<file path="src/rtl/tile_probe_scheduler_if.sv">
// Tile-map read port shared by the probe scheduler and the map memory.
// Read data is registered: map_data is valid the cycle after map_rd_en.
interface tile_probe_scheduler_if;
  logic       map_rd_en;
  logic [3:0] map_row;
  logic [4:0] map_col;
  logic [2:0] map_data;

  modport master (
    output map_rd_en,
    output map_row,
    output map_col,
    input  map_data
  );

  modport slave (
    input  map_rd_en,
    input  map_row,
    input  map_col,
    output map_data
  );
endinterface

</file>
<file path="src/rtl/tile_probe_scheduler.sv">
// Per-frame collision probe sequencer: walks a fixed list of tile-map reads around the
// player's bottom corners and produces in_air, gravity_next and hit_ground.
module tile_probe_scheduler #(
  parameter int unsigned SELF_W     = 26,
  parameter int unsigned SNAP_MAX   = 5,
  parameter int unsigned V_TERMINAL = 6,
  parameter int unsigned MAP_ROWS   = 15,
  parameter int unsigned MAP_COLS   = 20,
  parameter logic [2:0]  SOLID      = 3'b111
) (
  input  logic                          Clk,
  input  logic                          Reset,
  input  logic                          frame_tick,
  input  logic [9:0]                    self_x,
  input  logic [9:0]                    self_y,
  input  logic [3:0]                    gravity,
  input  logic                          rend_req,
  input  logic [3:0]                    rend_row,
  input  logic [4:0]                    rend_col,
  output logic                          rend_gnt,
  tile_probe_scheduler_if.master        map,
  output logic                          busy,
  output logic                          done,
  output logic                          overrun,
  output logic                          in_air,
  output logic [3:0]                    gravity_next,
  output logic                          hit_ground
);

  typedef enum logic [1:0] {StIdle, StIssue, StWait, StDone} state_e;
  typedef enum logic [2:0] {PrP0, PrP1, PrSnapL, PrSnapR, PrHg} probe_e;

  state_e     state_q, state_d;
  probe_e     probe_q, probe_d;
  logic [9:0] x_q, y_q;
  logic [3:0] g_q;
  logic [3:0] d_q, d_d;
  logic       air_q, air_d;
  logic [3:0] gsel_q, gsel_d;
  logic       in_air_q, in_air_d;
  logic [3:0] gnext_q, gnext_d;
  logic       hit_q, hit_d;
  logic       overrun_q;

  logic [9:0] left_x, fall_y, ya, xa;
  logic [4:0] row, col;
  logic       in_range;
  logic       eval, solid;
  logic [4:0] g_inc;
  logic [3:0] g_clamp;

  // Probe address for the current step; all arithmetic wraps at 10 bits.
  always_comb begin
    left_x = x_q - 10'(SELF_W);
    fall_y = y_q + 10'(g_q) + 10'd1;
    ya     = y_q + 10'd1;
    xa     = x_q;
    unique case (probe_q)
      PrP0:    begin ya = fall_y;           xa = x_q;    end
      PrP1:    begin ya = fall_y;           xa = left_x; end
      PrSnapL: begin ya = y_q + 10'(d_q);   xa = left_x; end
      PrSnapR: begin ya = y_q + 10'(d_q);   xa = x_q;    end
      default: begin ya = y_q + 10'd1;      xa = x_q;    end
    endcase
    row      = 5'(ya >> 5);
    col      = 5'(xa >> 5);
    in_range = (row < 5'(MAP_ROWS)) && (col < 5'(MAP_COLS));
  end

  always_comb begin
    g_inc   = {1'b0, g_q} + 5'd1;
    g_clamp = (g_inc > 5'(V_TERMINAL)) ? 4'(V_TERMINAL) : g_inc[3:0];
  end

  // Renderer always owns the port when it asks; otherwise only in-range probes read.
  always_comb begin
    rend_gnt      = rend_req;
    map.map_rd_en = rend_req | ((state_q == StIssue) && in_range);
    map.map_row   = rend_req ? rend_row : row[3:0];
    map.map_col   = rend_req ? rend_col : col;
  end

  always_comb begin
    state_d  = state_q;
    probe_d  = probe_q;
    d_d      = d_q;
    air_d    = air_q;
    gsel_d   = gsel_q;
    in_air_d = in_air_q;
    gnext_d  = gnext_q;
    hit_d    = hit_q;
    eval     = 1'b0;
    solid    = 1'b0;

    unique case (state_q)
      StIdle: begin
        if (frame_tick) begin
          state_d = StIssue;
          probe_d = PrP0;
          d_d     = 4'(SNAP_MAX);
          air_d   = 1'b0;
          gsel_d  = 4'd0;
        end
      end
      StIssue: begin
        if (!rend_req) begin
          if (in_range) begin
            state_d = StWait;
          end else begin
            // Off-map tiles count as solid and resolve without a read.
            eval  = 1'b1;
            solid = 1'b1;
          end
        end
      end
      StWait: begin
        state_d = StIssue;
        eval    = 1'b1;
        solid   = (map.map_data == SOLID);
      end
      default: state_d = StIdle;
    endcase

    if (eval) begin
      unique case (probe_q)
        PrP0, PrP1: begin
          if (solid) begin
            probe_d = PrSnapL;
            d_d     = 4'(SNAP_MAX);
          end else if (probe_q == PrP0) begin
            probe_d = PrP1;
          end else begin
            air_d   = 1'b1;
            probe_d = PrHg;
          end
        end
        PrSnapL, PrSnapR: begin
          if (!solid && probe_q == PrSnapL) begin
            probe_d = PrSnapR;
          end else if (!solid) begin
            gsel_d  = d_q;
            probe_d = PrHg;
          end else if (d_q == 4'd1) begin
            probe_d = PrHg;
          end else begin
            d_d     = d_q - 4'd1;
            probe_d = PrSnapL;
          end
        end
        default: begin
          state_d  = StDone;
          in_air_d = air_q;
          gnext_d  = air_q ? g_clamp : gsel_q;
          hit_d    = solid;
        end
      endcase
    end
  end

  always_ff @(posedge Clk) begin
    if (Reset) begin
      state_q   <= StIdle;
      probe_q   <= PrP0;
      x_q       <= '0;
      y_q       <= '0;
      g_q       <= '0;
      d_q       <= '0;
      air_q     <= 1'b0;
      gsel_q    <= '0;
      in_air_q  <= 1'b0;
      gnext_q   <= '0;
      hit_q     <= 1'b0;
      overrun_q <= 1'b0;
    end else begin
      state_q   <= state_d;
      probe_q   <= probe_d;
      d_q       <= d_d;
      air_q     <= air_d;
      gsel_q    <= gsel_d;
      in_air_q  <= in_air_d;
      gnext_q   <= gnext_d;
      hit_q     <= hit_d;
      overrun_q <= frame_tick && (state_q != StIdle);
      if (state_q == StIdle && frame_tick) begin
        x_q <= self_x;
        y_q <= self_y;
        g_q <= gravity;
      end
    end
  end

  assign busy         = (state_q != StIdle);
  assign done         = (state_q == StDone);
  assign overrun      = overrun_q;
  assign in_air       = in_air_q;
  assign gravity_next = gnext_q;
  assign hit_ground   = hit_q;

endmodule

</file>
<file path="src/flat_wrapper.sv">
// flat-port wrapper written by rule: the top's interface ports become plain ports
module tile_probe_scheduler_flat 
#(
  parameter int unsigned SELF_W     = 26,
  parameter int unsigned SNAP_MAX   = 5,
  parameter int unsigned V_TERMINAL = 6,
  parameter int unsigned MAP_ROWS   = 15,
  parameter int unsigned MAP_COLS   = 20,
  parameter logic [2:0]  SOLID      = 3'b111
)
  (Clk, Reset, frame_tick, self_x, self_y, gravity, rend_req, rend_row, rend_col, rend_gnt, busy, done, overrun, in_air, gravity_next, hit_ground, map_map_rd_en, map_map_row, map_map_col, map_map_data);
  tile_probe_scheduler_if map_i ();
  input  logic Clk;
  input  logic Reset;
  input  logic frame_tick;
  input  logic [9:0] self_x;
  input  logic [9:0] self_y;
  input  logic [3:0] gravity;
  input  logic rend_req;
  input  logic [3:0] rend_row;
  input  logic [4:0] rend_col;
  output logic rend_gnt;
  output logic busy;
  output logic done;
  output logic overrun;
  output logic in_air;
  output logic [3:0] gravity_next;
  output logic hit_ground;
  output wire logic [$bits(map_i.map_rd_en)-1:0] map_map_rd_en;
  output wire logic [$bits(map_i.map_row)-1:0] map_map_row;
  output wire logic [$bits(map_i.map_col)-1:0] map_map_col;
  input wire logic [$bits(map_i.map_data)-1:0] map_map_data;
  assign map_map_rd_en = map_i.map_rd_en;
  assign map_map_row = map_i.map_row;
  assign map_map_col = map_i.map_col;
  assign map_i.map_data = map_map_data;
  tile_probe_scheduler #(.SELF_W(SELF_W), .SNAP_MAX(SNAP_MAX), .V_TERMINAL(V_TERMINAL), .MAP_ROWS(MAP_ROWS), .MAP_COLS(MAP_COLS), .SOLID(SOLID)) u_core (.Clk(Clk), .Reset(Reset), .frame_tick(frame_tick), .self_x(self_x), .self_y(self_y), .gravity(gravity), .rend_req(rend_req), .rend_row(rend_row), .rend_col(rend_col), .rend_gnt(rend_gnt), .map(map_i), .busy(busy), .done(done), .overrun(overrun), .in_air(in_air), .gravity_next(gravity_next), .hit_ground(hit_ground));
endmodule
</file>
<file path="config.mk">
export PLATFORM = sky130hd
export DESIGN_NAME = tile_probe_scheduler_flat
export DESIGN_NICKNAME = d
export VERILOG_FILES = /design/src/rtl/tile_probe_scheduler_if.sv /design/src/rtl/tile_probe_scheduler.sv /design/src/flat_wrapper.sv
export SDC_FILE = /design/constraint.sdc
export NUM_CORES = 1
export LEC_CHECK = 0
export CAP_MARGIN = 0
export CORE_AREA = 3 3 81 83
export CTS_BUF_LIST = sky130_fd_sc_hd__clkbuf_16
export DETAILED_ROUTE_END_ITERATION = 10
export DIE_AREA = 0 0 84 86
export GPL_ROUTABILITY_DRIVEN = 0
export PLACE_DENSITY = 0.74
export RECOVER_POWER = 50
export SLEW_MARGIN = 20
export SYNTH_ARGS = -nofsm -noshare
export SYNTH_HDL_FRONTEND = slang
export SYNTH_SLANG_ARGS = --single-unit
</file>
<file path="constraint.sdc">
create_clock -name Clk -period 7.6 [get_ports Clk]
set_clock_uncertainty 0.1 [all_clocks]
set_input_delay 0.76 -clock Clk [delete_from_list [all_inputs] [get_ports Clk]]
set_output_delay 0.76 -clock Clk [all_outputs]
set_load 0.1 [all_outputs]
</file>
Word-level counts from Yosys, hierarchy flattened. Cells that the tools add are included.

Output and inout port bits: 20. Latch bits: 0. Bits in registers: 45. Input port bits: 40. Bits in writable memories: 0. Word-level logic and storage cells: 91. ROM bits: 0. Memories: 0.

Shifts and indexed selects: 0. Div/mod/pow operators: 0. Equality and inequality tests: 8. Reductions and logical operators: 14. Multipliers: 0. Mux-type cells: 45. Add/sub/neg operators: 7. Bitwise operators: 2. $lt $le $gt $ge: 3.

Operators by type and width (count): 4-bit two-way mux (16); 3-bit two-way mux (8); 10-bit by 1-bit adder with 10-bit output (second input constant) (2); 10-bit by 4-bit adder with 10-bit output (2); 10-bit one-hot mux with 2 select lines (1); 10-bit two-way mux (1); 2-bit two-way mux (5); 10-bit by 5-bit subtractor with 10-bit output (second input constant) (1); 1-bit two-way mux (8); 4-bit one-hot mux with 2 select lines (1); 3-bit by 2-bit equality test with 1-bit output (second input constant) (2); 2-bit one-hot mux with 3 select lines (1); 3-bit one-hot mux with 2 select lines (1); 2-bit OR reduction (3); 4-bit by 1-bit adder with 5-bit output (second input constant) (1); 5-bit by 3-bit greater-than comparator with 1-bit output (second input constant) (1); 1-bit logical AND (5); 5-bit by 4-bit less-than comparator with 1-bit output (second input constant) (1); 5-bit less-than comparator (second input constant) (1); 5-bit two-way mux (1); 2-bit equality test (second input constant) (2); 4-bit by 1-bit equality test with 1-bit output (second input constant) (1); 1-bit one-hot mux with 2 select lines (2); 4-bit OR reduction (1); other kinds (11) (11).

Longest topological paths before layout. Gate-level depths: netlist of the first run.

Depth after elaboration: 13. Depth in mapped cells: 12. Mapped depth without buffers: 10.

Least setup slack after synthesis of the first run. Ideal clock, no wire load.

Kind: register -> output. Start point: register u_core.probe_q[1]. End point: output port map_map_row[0]. Slack: 2.524 ns. Data required time: 6.740 ns. Arrival: 4.216 ns. Cell stages (with the launch flop): 10. Cell sequence: dfxtp_1 > clkbuf_1 > nor2b_1 > and2_1 > ha_1 > a211oi_1 > a21oi_1 > a31o_2 > and2_1 > o31ai_1.

Cells in the longest elaborated chain, start to end: 4.

Ends and longest elaborated chain: start: declaration (line tile_probe_scheduler.sv:34) `probe_e probe_q, probe_d;`; start signal: assignment (line tile_probe_scheduler.sv:163) `probe_q <= PrP0;`; start signal: assignment (line tile_probe_scheduler.sv:176) `probe_q <= probe_d;`; 3-bit by 2-bit equality test with 1-bit output, or another cell as far along (line tile_probe_scheduler.sv:58) `unique case (probe_q)`; 2-bit OR reduction (no line); 10-bit one-hot mux with 2 select lines (*) (line tile_probe_scheduler.sv:58); 4-bit two-way mux (*) (line tile_probe_scheduler.sv:79) `map.map_row = rend_req ? rend_row : row[3:0];`; end: declaration (line flat_wrapper.sv:30) `output wire logic [$bits(map_i.map_row)-1:0] map_map_row;`.

Every way passes the cells marked *; elsewhere a longest branch is shown, timed or not.

Final worst setup path of the first run.
Start point: register u_core.probe_q[1]. End point: output port map_map_row[3].

Same word-level chain as after synthesis.

==> flow_summary_export.csv, run 1 <==
group,metric,value,unit
routing,dr.pass1.iters,4,
clock_tree,clockRootBuffer,"clkbuf_16",
clock_tree,numCtsBuffers,5,
clock_tree,h-tree-depth,2,
yosys,syn_area_per_cell,7.75,um2
clock_tree,path_clk_slew,0.07,ns
sta,setup_viol,0,
sta,period_share,0.623,
final_layout,layout-drive-gt1-share,0.0644,
yosys,async_reset_ff_frac,0,
yosys,syn_nets,391,
routing,wl_met3,306,um
setup_path,cpMaxStageDelayCell,"clkdlybuf4s50_1",
routing,ant_nets,0,
placement,port_buffers,58,
routing,routed_via_density,5.40,
setup_path,path_class,"register to output pin",
global_routing,grt_pass1_vias,2334,
yosys,synth_edf_count,0,
placement,dp_hpwl,4430,um
yosys,seq_area_frac_synth,0.337,
global_routing,gr-usage-all-layers,0.176,
clock_tree,cts_tree,"done",
power,pwr_density_cell,204,mW/mm2
placement,preCtsSetupSlack,3.19,ns
yosys,ys_warn_count,0,
clock_tree,clkLatencyLatePin,0.29,ns
setup_path,crit_top_cell,"and2_1",
floorplan,ioPinCount,60,
worst_hold_path,hold_path_class,"register to register",
power,ir_drop,0.117,mV
yosys,synth-main-ff-cell,"dfxtp_1",
sta,rsz0062_at_grt,"false",
floorplan,std_cell_rows,28,
floorplan,placeableCoreArea,0.00592,mm2
yosys,synth-seq-cells,44,
routing,m1WireLength,3030,um
yosys,syn_area,0.00261,mm2
yosys,synth_cell_types,61,
routing,wl,6240,um
clock_tree,cts.repair.resized,0,
sta,tns,0,ns
status,violations,"max-capacitance violations, max-slew violations",
clock_tree,cts_num_sinks,44,
floorplan,dieArea,0.00722,mm2
final_layout,fin_nets,441,
sta,slew_violations,48,
setup_path,worstSetupStartpointType,"register",
setup_path,critPathRequiredTime,6.74,ns
run,cap_violations,1,
sta,slew_headroom,-0.404,
sta,worst_slew_pin_slew,2.11,ns
setup_path,crit_chain,"nor2b_1 > and2_1 > ha_1 > a211oi_1 > a21oi_1 > a31o_2 > and2_1 > nand3_1 > xor2_1 > o21ai_0 > clkdlybuf4s50_1",
final_layout,n_antenna_cell,0,
setup_path,cp_max_fo,12,
floorplan,dieWidth,84,um
floorplan,fp.dieH,86,um
routing,met2WireLength,2830,um
floorplan,start_util,0.441,
routing,drt_drc_violations_left,0,
global_routing,gr-total-overflow,0,
global_routing,grt_first_pass_wirelength,10600,um
yosys,synthCells,337,
sta,fmax,0.211,GHz
power,leakagePower,1.26,nW
routing,wire_per_inst,13.5,um
global_routing,antenna_found_initial,0,
routing,num_vias,2501,
sta,setup_slack,2.86,ns
sta,finalCriticalPeriod,4.74,ns
setup_path,critPathCaptureType,"output pin",
status,status,"complete, but fails checks",
routing,drtIter0Drc,155,
setup_path,cpPeakStageDelay,1.16,ns
clock_tree,cts_buffer_depth,2,
global_routing,grt_max_degree,48,
final_layout,syn_to_final_growth,29.5,%
setup_path,critPathArrivalTime,3.88,ns
sta,hold_viol_final,0,
final_layout,nFillCells,525,
clock_tree,hold_buffers,0,
routing,highest_layer,"met4",
clock_tree,post_cts_buffers,0,
per-stage QoR:
step                hold slack [ns]  instance area (um2)  utilization  std cells  total power, mW
floorplan                     0.336                 2610            -        337            0.395
global placement              0.340                 3220        0.544        455            0.445
detailed placement            0.346                 3220        0.544        455            0.449
CTS                           0.353                 3390        0.572        463            0.694
global route                  0.379                 3380        0.572        463            0.721
finish                        0.346                 3380        0.572        463            0.689
logic make-up after synthesis:
family / synth area share
xor gates and xnor gates: 0.0268
and+or+nand+nor: 0.258
AOI/OAI and AO/OA: 0.242
muxes: 0.0168
DFF: 0.337
buffers and inverters: 0.0522
adders and majority gates: 0.0671
path summary, 6_finish.rpt:
| check | from | endpoint | slack [ns] | cells past startpoint |
|---|---|---|---|---|
| setup / recovery | u_core.probe_q[1] | map_map_row[3] | 2.86 | 11 |
| hold reg to reg | u_core.gravity_next[1] | u_core.gravity_next[1] | 0.35 | 2 |
| hold / removal | u_core.gravity_next[1] | u_core.gravity_next[1] | 0.35 | 2 |
| setup reg to reg | u_core.probe_q[1] | u_core.probe_q[1] | 4.37 | 10 |
cell type report:
type | count | area [um2] | share of cell area
inverter | 14 | 52.6 | 0.0155
clock inverter | 3 | 42.5 | 0.0126
sequential | 44 | 881 | 0.260
timing repair buffer | 60 | 592 | 0.175
clock buffer | 5 | 125 | 0.0370
multi-input combinational | 262 | 1600 | 0.472
tap | 75 | 93.8 | 0.0277
synth_stat cells, types with 2 or more instances:
| library cell | number | area, um2 |
|---|---|---|
| ha_1 | 14 | 175 |
| nand3b_1 | 5 | 37.5 |
| a21oi_2 | 2 | 17.5 |
| nand4_1 | 2 | 12.5 |
| o31ai_1 | 4 | 30.0 |
| o2111ai_1 | 2 | 17.5 |
| nand3_1 | 8 | 40.0 |
| or3b_1 | 2 | 17.5 |
| nand2b_1 | 3 | 18.8 |
| a21o_1 | 3 | 22.5 |
| nor2_1 | 23 | 86.3 |
| dfxtp_1 | 44 | 881 |
| o32ai_1 | 2 | 17.5 |
| a21oi_1 | 42 | 210 |
| a211oi_2 | 4 | 50.1 |
| and2_1 | 6 | 37.5 |
| xor2_1 | 3 | 26.3 |
| inv_1 | 14 | 52.6 |
| nor3b_1 | 2 | 15.0 |
| clkbuf_1 | 12 | 45.0 |
| or3_1 | 4 | 25.0 |
| xnor2_1 | 5 | 43.8 |
| a211oi_1 | 2 | 15.0 |
| buf_6 | 2 | 22.5 |
| nor2b_1 | 3 | 18.8 |
| o21ai_0 | 11 | 55.1 |
| a211o_1 | 2 | 17.5 |
| nand2_1 | 72 | 270 |
| nor3_1 | 7 | 35.0 |
flip-flops by register name, summed over array words and instances (netlist names):
signal               flops
u_core.x_q               9
u_core.overrun           1
u_core.g_q               4
u_core.probe_q           3
u_core.air_q             1
u_core.gravity_next      4
u_core.d_q               4
u_core.in_air            1
u_core.state_q           2
u_core.y_q              10
u_core.gsel_q            4
u_core.hit_ground        1
report_power, final:
part	switching (mW)	leakage [nW]	internal (mW)	total, mW
combinational	0.122	0.822	0.0624	0.184
clock	0.0899	0.0798	0.154	0.244
sequential	0.0155	0.359	0.245	0.261
total	0.227	1.26	0.462	0.689
placed cells by master, fill, tap and decap left out, types with 3 or more instances in the layout:
master           count
o31ai_1              4
o21ai_0             11
nand2b_1             3
nand3b_1             5
dfxtp_1             44
a211oi_2             4
dlygate4sd3_1        9
nand3_1              8
xor2_1               3
a21oi_1             42
clkbuf_16            5
ha_1                14
and2_1               6
inv_1               14
nor3_1               7
clkdlybuf4s50_1     49
a21o_1               3
nor2b_1              3
or3_1                4
xnor2_1              5
nand2_1             71
nor2_1              23
critical path: cells and delay by family (launching register included):
kind,cells,cell delay (ns)
and+or+nand+nor,4,0.84
AOI/OAI and AO/OA,4,0.72
buffers and inverters,1,1.16
adders and majority gates,1,0.24
xor gates and xnor gates,1,0.07
DFF,1,0.56
layer usage:
| metal | vias up | track usage |
|---|---|---|
| met5 | - | 0 |
| met4 | 0 | 0.0541 |
| met3 | 6 | 0.0365 |
| met2 | 67 | 0.292 |
| met1 | 1146 | 0.231 |
| li1 | 1282 | - |
(Power assumes the default switching activity.)
==> run 2, diff against run 1 <==
PLACE_DENSITY = 0.77   (was 0.74)
clock period = 4 ns   (was 7.6 ns; I/O delays follow)
==> run 2 against run 1 <==
  * The flow still finishes with violations (max-capacitance violations, max-slew violations)
  * Sequential share of layout area rose by 0.31 points
  * Sequential power rose by 90%
  * Routed wire length fell by 0.37%
  * Combinational power rose by 89%
  * Non-clock buffer count rose by 3
  * Power rose by 78%
  * Global-route usage rose by 0.21 points
  * Clock power rose by 57%
  * Hold slack improved by 0.0092 ns
  * Register-to-register slack got worse by 3.4 ns
  * Cell area fell by 1.2%
  * Via count barely moved
==> flow_summary_export.csv, run 2 (synthesis results as in run 1) <==
group,metric,value,unit
status,status,"complete, but fails checks",
status,violations,"max-capacitance violations, max-slew violations",
clock_tree,cts.repair.resized,0,
routing,wl,6220,um
floorplan,start_util,0.441,
final_layout,nFillCells,543,
power,leakagePower,1.28,nW
worst_hold_path,hold_path_class,"register to register",
sta,setup_viol,0,
global_routing,grt_pass1_vias,2415,
power,intPower,0.806,mW
routing,dr.pass1.iters,4,
setup_path,worstSetupStartpointType,"register",
setup_path,crit_chain,"nor2b_1 > and2_1 > ha_1 > a211oi_1 > a21oi_1 > a31o_2 > and2_1 > nand3_1 > xor2_1 > o21ai_1 > buf_4",
power,combPwrFrac,0.283,
clock_tree,numCtsBuffers,5,
power,p_clk_frac,0.313,
routing,num_vias,2500,
final_layout,fin_cells,465,
final_layout,largest_register,"u_core.y_q",
sta,hold_viol_final,0,
sta,slew_headroom,-0.0365,
global_routing,gr-usage-all-layers,0.178,
floorplan,ioPinCount,60,
final_layout,biggestRegsByFlops,"u_core.y_q (10), u_core.x_q (9)",
routing,ant_nets,0,
sta,fmax,0.303,GHz
setup_path,critPathRequiredTime,3.50,ns
setup_path,cpPeakStageDelay,0.50,ns
setup_path,cpLargestDelayFamily,"compound AO/OA/AOI/OAI gates",
floorplan,dieWidth,84,um
routing,wire_per_inst,13.4,um
clock_tree,hold_buffers,0,
setup_path,ff2ff_setup_slack,0.93,ns
floorplan,placeableCoreArea,0.00592,mm2
setup_path,cpMaxStageDelayCell,"dfxtp_1",
setup_path,cp_num_buf_inv,1,
clock_tree,h-tree-depth,2,
clock_tree,cts_num_sinks,44,
sta,hold_ws,0.355,ns
final_layout,multi_input_area,0.00160,mm2
clock_tree,cts_buffer_depth,2,
placement,dp.cells,458,
sta,rsz0062_at_grt,"false",
setup_path,cp_max_fo,9,
global_routing,antenna_found_initial,0,
clock_tree,clkLatencyLatePin,0.29,ns
floorplan,fp.dieH,86,um
placement,port_buffers,58,
routing,drtIter0Drc,144,
power,switching_power,0.421,mW
run,cap_violations,1,
power,report.power.total,1.23,mW
clock_tree,post_cts_buffers,0,
clock_tree,path_clk_slew,0.06,ns
final_layout,regArea,881,um2
power,p_sw_frac,0.343,
power,pwr_density_cell,367,mW/mm2
final_layout,syn_to_final_growth,28.0,%
power,ir_drop,0.251,mV
sta,slew_violations,35,
power,pwr-share-seq,0.404,
sta,period_share,0.826,
final_layout,largest_reg_flops,10,
sta,finalCriticalPeriod,3.31,ns
floorplan,dieArea,0.00722,mm2
sta,worst_slew_pin_slew,1.55,ns
final_layout,design_area,0.00334,mm2
sta,tns,0,ns
routing,routed_via_density,5.38,
global_routing,gr-total-overflow,0,
setup_path,critPathCaptureType,"output pin",
final_layout,fin_nets,444,
clock_tree,clockRootBuffer,"clkbuf_16",
final_layout,layout_commonest_cell,"nand2_1",
floorplan,std_cell_rows,28,
placement,dpl_cell_area,0.00322,mm2
placement,dp_hpwl,4440,um
setup_path,crit_top_cell,"and2_1",
final_layout,final_cell_mix,"nand2_1, dfxtp_1, a21oi_1",
clock_tree,cts_tree,"done",
global_routing,grt_max_degree,35,
setup_path,critPathArrivalTime,2.81,ns
setup_path,path_class,"register to output pin",
global_routing,grt_first_pass_wirelength,10700,um
final_layout,n_antenna_cell,0,
final_layout,layout-drive-gt1-share,0.0923,
routing,drt_drc_violations_left,0,
-- run 2: worst paths after layout --
check | startpoint | end | cells past startpoint
max | u_core.probe_q[2] | map_map_row[3] | 11
min | u_core.gravity_next[2] | u_core.gravity_next[2] | 2
max reg2reg | u_core.probe_q[2] | u_core.probe_q[1] | 10
min reg2reg | u_core.gravity_next[2] | u_core.gravity_next[2] | 2
-- run 2: power groups by stage --
stage	sequential [mW]	combinational [mW]	clock [mW]
floorplan	0.501	0.249	0
global placement	0.503	0.342	0
detailed placement	0.505	0.348	0
finish	0.496	0.347	0.384
CTS	0.495	0.350	0.393
global route	0.500	0.379	0.405
-- run 2: layer usage --
layer,vias up,part of all wire,track usage
li1,1283,-,-
met1,1140,0.48,0.224
met2,66,0.46,0.299
met3,11,0.049,0.0490
met4,0,0.017,0.0541
met5,-,0,0
-- run 2: cell type report --
cell class / instances / area share
inverters: 14 / 0.0157
repair buffers: 63 / 0.174
clock inverters: 2 / 0.00262
well taps: 75 / 0.0281
flip-flops and latches: 44 / 0.263
clock buffers: 5 / 0.0374
multi-input cells: 262 / 0.478
-- run 2: through the flow --
step	setup slack, ns	utilization
final	0.694	0.565
after global routing	0.434	0.565
after CTS	0.693	0.566
after detailed placement	0.971	0.544
after global placement	1.02	0.544
after floorplan	0.0435	-
-- run 2: worst min-delay path, cell delays in order, from the launching register on --
cell and delay [ns]:
dfxtp_1 0.31, nand2_1 0.05, a21oi_1 0.05
==> run 3, diff against run 2 <==
clock period = 3 ns   (was 4 ns; I/O delays follow)
==> run 3 against run 2 <==
  * Sequential share of layout area shrank 1.5 points
  * Worst setup slack worse by 0.62 ns
  * The flow now finishes without violations
  * Hold slack better by 0.0028 ns
  * Largest cell class unchanged
  * Critical path depth shrank 2
==> flow_summary_export.csv, run 3 (synthesis results as in run 1) <==
group,metric,value,unit
status,status,"finished clean",
sta,finalCriticalPeriod,2.92,ns
clock_tree,path_clk_slew,0.07,ns
power,leakagePower,1.30,nW
global_routing,antenna_found_initial,0,
run,cap_violations,0,
setup_path,critPathCaptureType,"output pin",
setup_path,critPathRequiredTime,2.60,ns
power,ir_drop,0.266,mV
setup_path,critPathArrivalTime,2.52,ns
routing,dr.pass1.iters,4,
routing,ant_nets,0,
sta,worst_slew_pin_slew,1.18,ns
final_layout,utilization,0.600,
power,report.power.total,1.71,mW
sta,slew_violations,0,
setup_path,cpPeakStageDelay,0.40,ns
placement,port_buffers,58,
final_layout,syn_to_final_growth,35.9,%
setup_path,cpLargestDelayFamily,"compound AO/OA/AOI/OAI gates",
routing,wl,6740,um
final_layout,layout-drive-gt1-share,0.126,
clock_tree,clkLatencyLatePin,0.29,ns
floorplan,dieArea,0.00722,mm2
placement,dp_hpwl,4940,um
setup_path,path_class,"register to output pin",
clock_tree,hold_buffers,0,
floorplan,ioPinCount,60,
sta,rsz0062_at_grt,"true",
floorplan,dieWidth,84,um
final_layout,largest_register,"u_core.y_q",
clock_tree,numCtsBuffers,5,
global_routing,grt_pass1_vias,2510,
setup_path,cp_max_fo,5,
clock_tree,cts_tree,"done",
routing,drtIter0Drc,142,
final_layout,nFillCells,528,
clock_tree,cts_buffer_depth,2,
routing,wire_per_inst,14.3,um
floorplan,fp.dieH,86,um
sta,tns,0,ns
setup_path,cp_num_buf_inv,1,
final_layout,final_cell_mix,"nand2_1, dfxtp_1, a21oi_1",
routing,num_vias,2568,
sta,hold_ws,0.358,ns
final_layout,layout_commonest_cell,"nand2_1",
clock_tree,cts_num_sinks,44,
final_layout,largest_reg_flops,10,
setup_path,worstSetupStartpointType,"register",
sta,period_share,0.975,
global_routing,gr-total-overflow,0,
clock_tree,h-tree-depth,2,
global_routing,grt_max_degree,27,
worst_hold_path,hold_path_class,"register to register",
final_layout,fin_nets,449,
global_routing,gr-usage-all-layers,0.190,
final_layout,n_antenna_cell,0,
sta,slew_headroom,0.218,
power,pwr_density_cell,482,mW/mm2
routing,drt_drc_violations_left,0,
setup_path,cpMaxStageDelayCell,"mux2_2",
setup_path,crit_chain,"nor2b_4 > and2_1 > ha_4 > o2111ai_1 > a21oi_1 > a31o_2 > mux2_2 > a41o_2 > buf_12",
routing,routed_via_density,5.45,
final_layout,biggestRegsByFlops,"u_core.y_q (10), u_core.x_q (9)",
global_routing,grt_first_pass_wirelength,11300,um
sta,setup_viol,0,
sta,fmax,0.342,GHz
sta,hold_viol_final,0,
clock_tree,clockRootBuffer,"clkbuf_16",
floorplan,std_cell_rows,28,
floorplan,placeableCoreArea,0.00592,mm2
floorplan,start_util,0.441,
## run 3: tightest hold or removal path, stage by stage (launching register included)
cell	delay, ns
dfxtp_1	0.31
nand2_1	0.05
a21oi_1	0.05
## run 3: layer usage
metal	up-vias	routed length, um	global-route usage	part of all wire
met5	-	0	0	0
met4	0	114	0.0570	0.017
met3	8	421	0.0394	0.062
met2	75	3310	0.334	0.49
met1	1194	2890	0.234	0.43
li1	1291	-	-	-
## run 3: path summary, 6_finish.rpt
path	cells after the start	slack [ns]	from	endpoint
worst min-delay path	2	0.36	u_core.x_q[2]	u_core.x_q[2]
worst max-delay path	9	0.08	u_core.probe_q[1]	map_map_rd_en
worst min register to register	2	0.36	u_core.x_q[2]	u_core.x_q[2]
worst max register to register	10	0.22	u_core.probe_q[1]	u_core.gravity_next[2]
## run 3: metrics by stage
stage	setup slack, ns	instance area [um2]	instances
CTS	0.0596	3570	471
finish	0.0757	3550	471
floorplan	-0.0822	2670	337
global route	-0.00885	3550	471
detailed placement	0.233	3420	463
global placement	0.291	3420	463
## run 3: area by class of cell
| class | instances | area, um2 | area share |
|---|---|---|---|
| tap | 75 | 93.8 | 0.0264 |
| clock inverter | 3 | 15.0 | 0.00423 |
| clock buffer | 5 | 125 | 0.0352 |
| multi-input combinational | 262 | 1680 | 0.474 |
| inverter | 14 | 52.6 | 0.0148 |
| sequential | 44 | 881 | 0.248 |
| timing repair buffer | 68 | 698 | 0.197 |
## run 3: timing repair
action,4_1_cts,5_1_grt
pin swaps,0,2
setup buffers,0,0
endpoints found under the hold margin,0,0
setup endpoints to repair,1,3
resized for setup,3,3
## run 3: report_power, final
| group | switching [mW] | internal [mW] | total [mW] |
|---|---|---|---|
| Combinational | 0.326 | 0.192 | 0.518 |
| Sequential | 0.0414 | 0.621 | 0.662 |
| Clock | 0.227 | 0.303 | 0.530 |
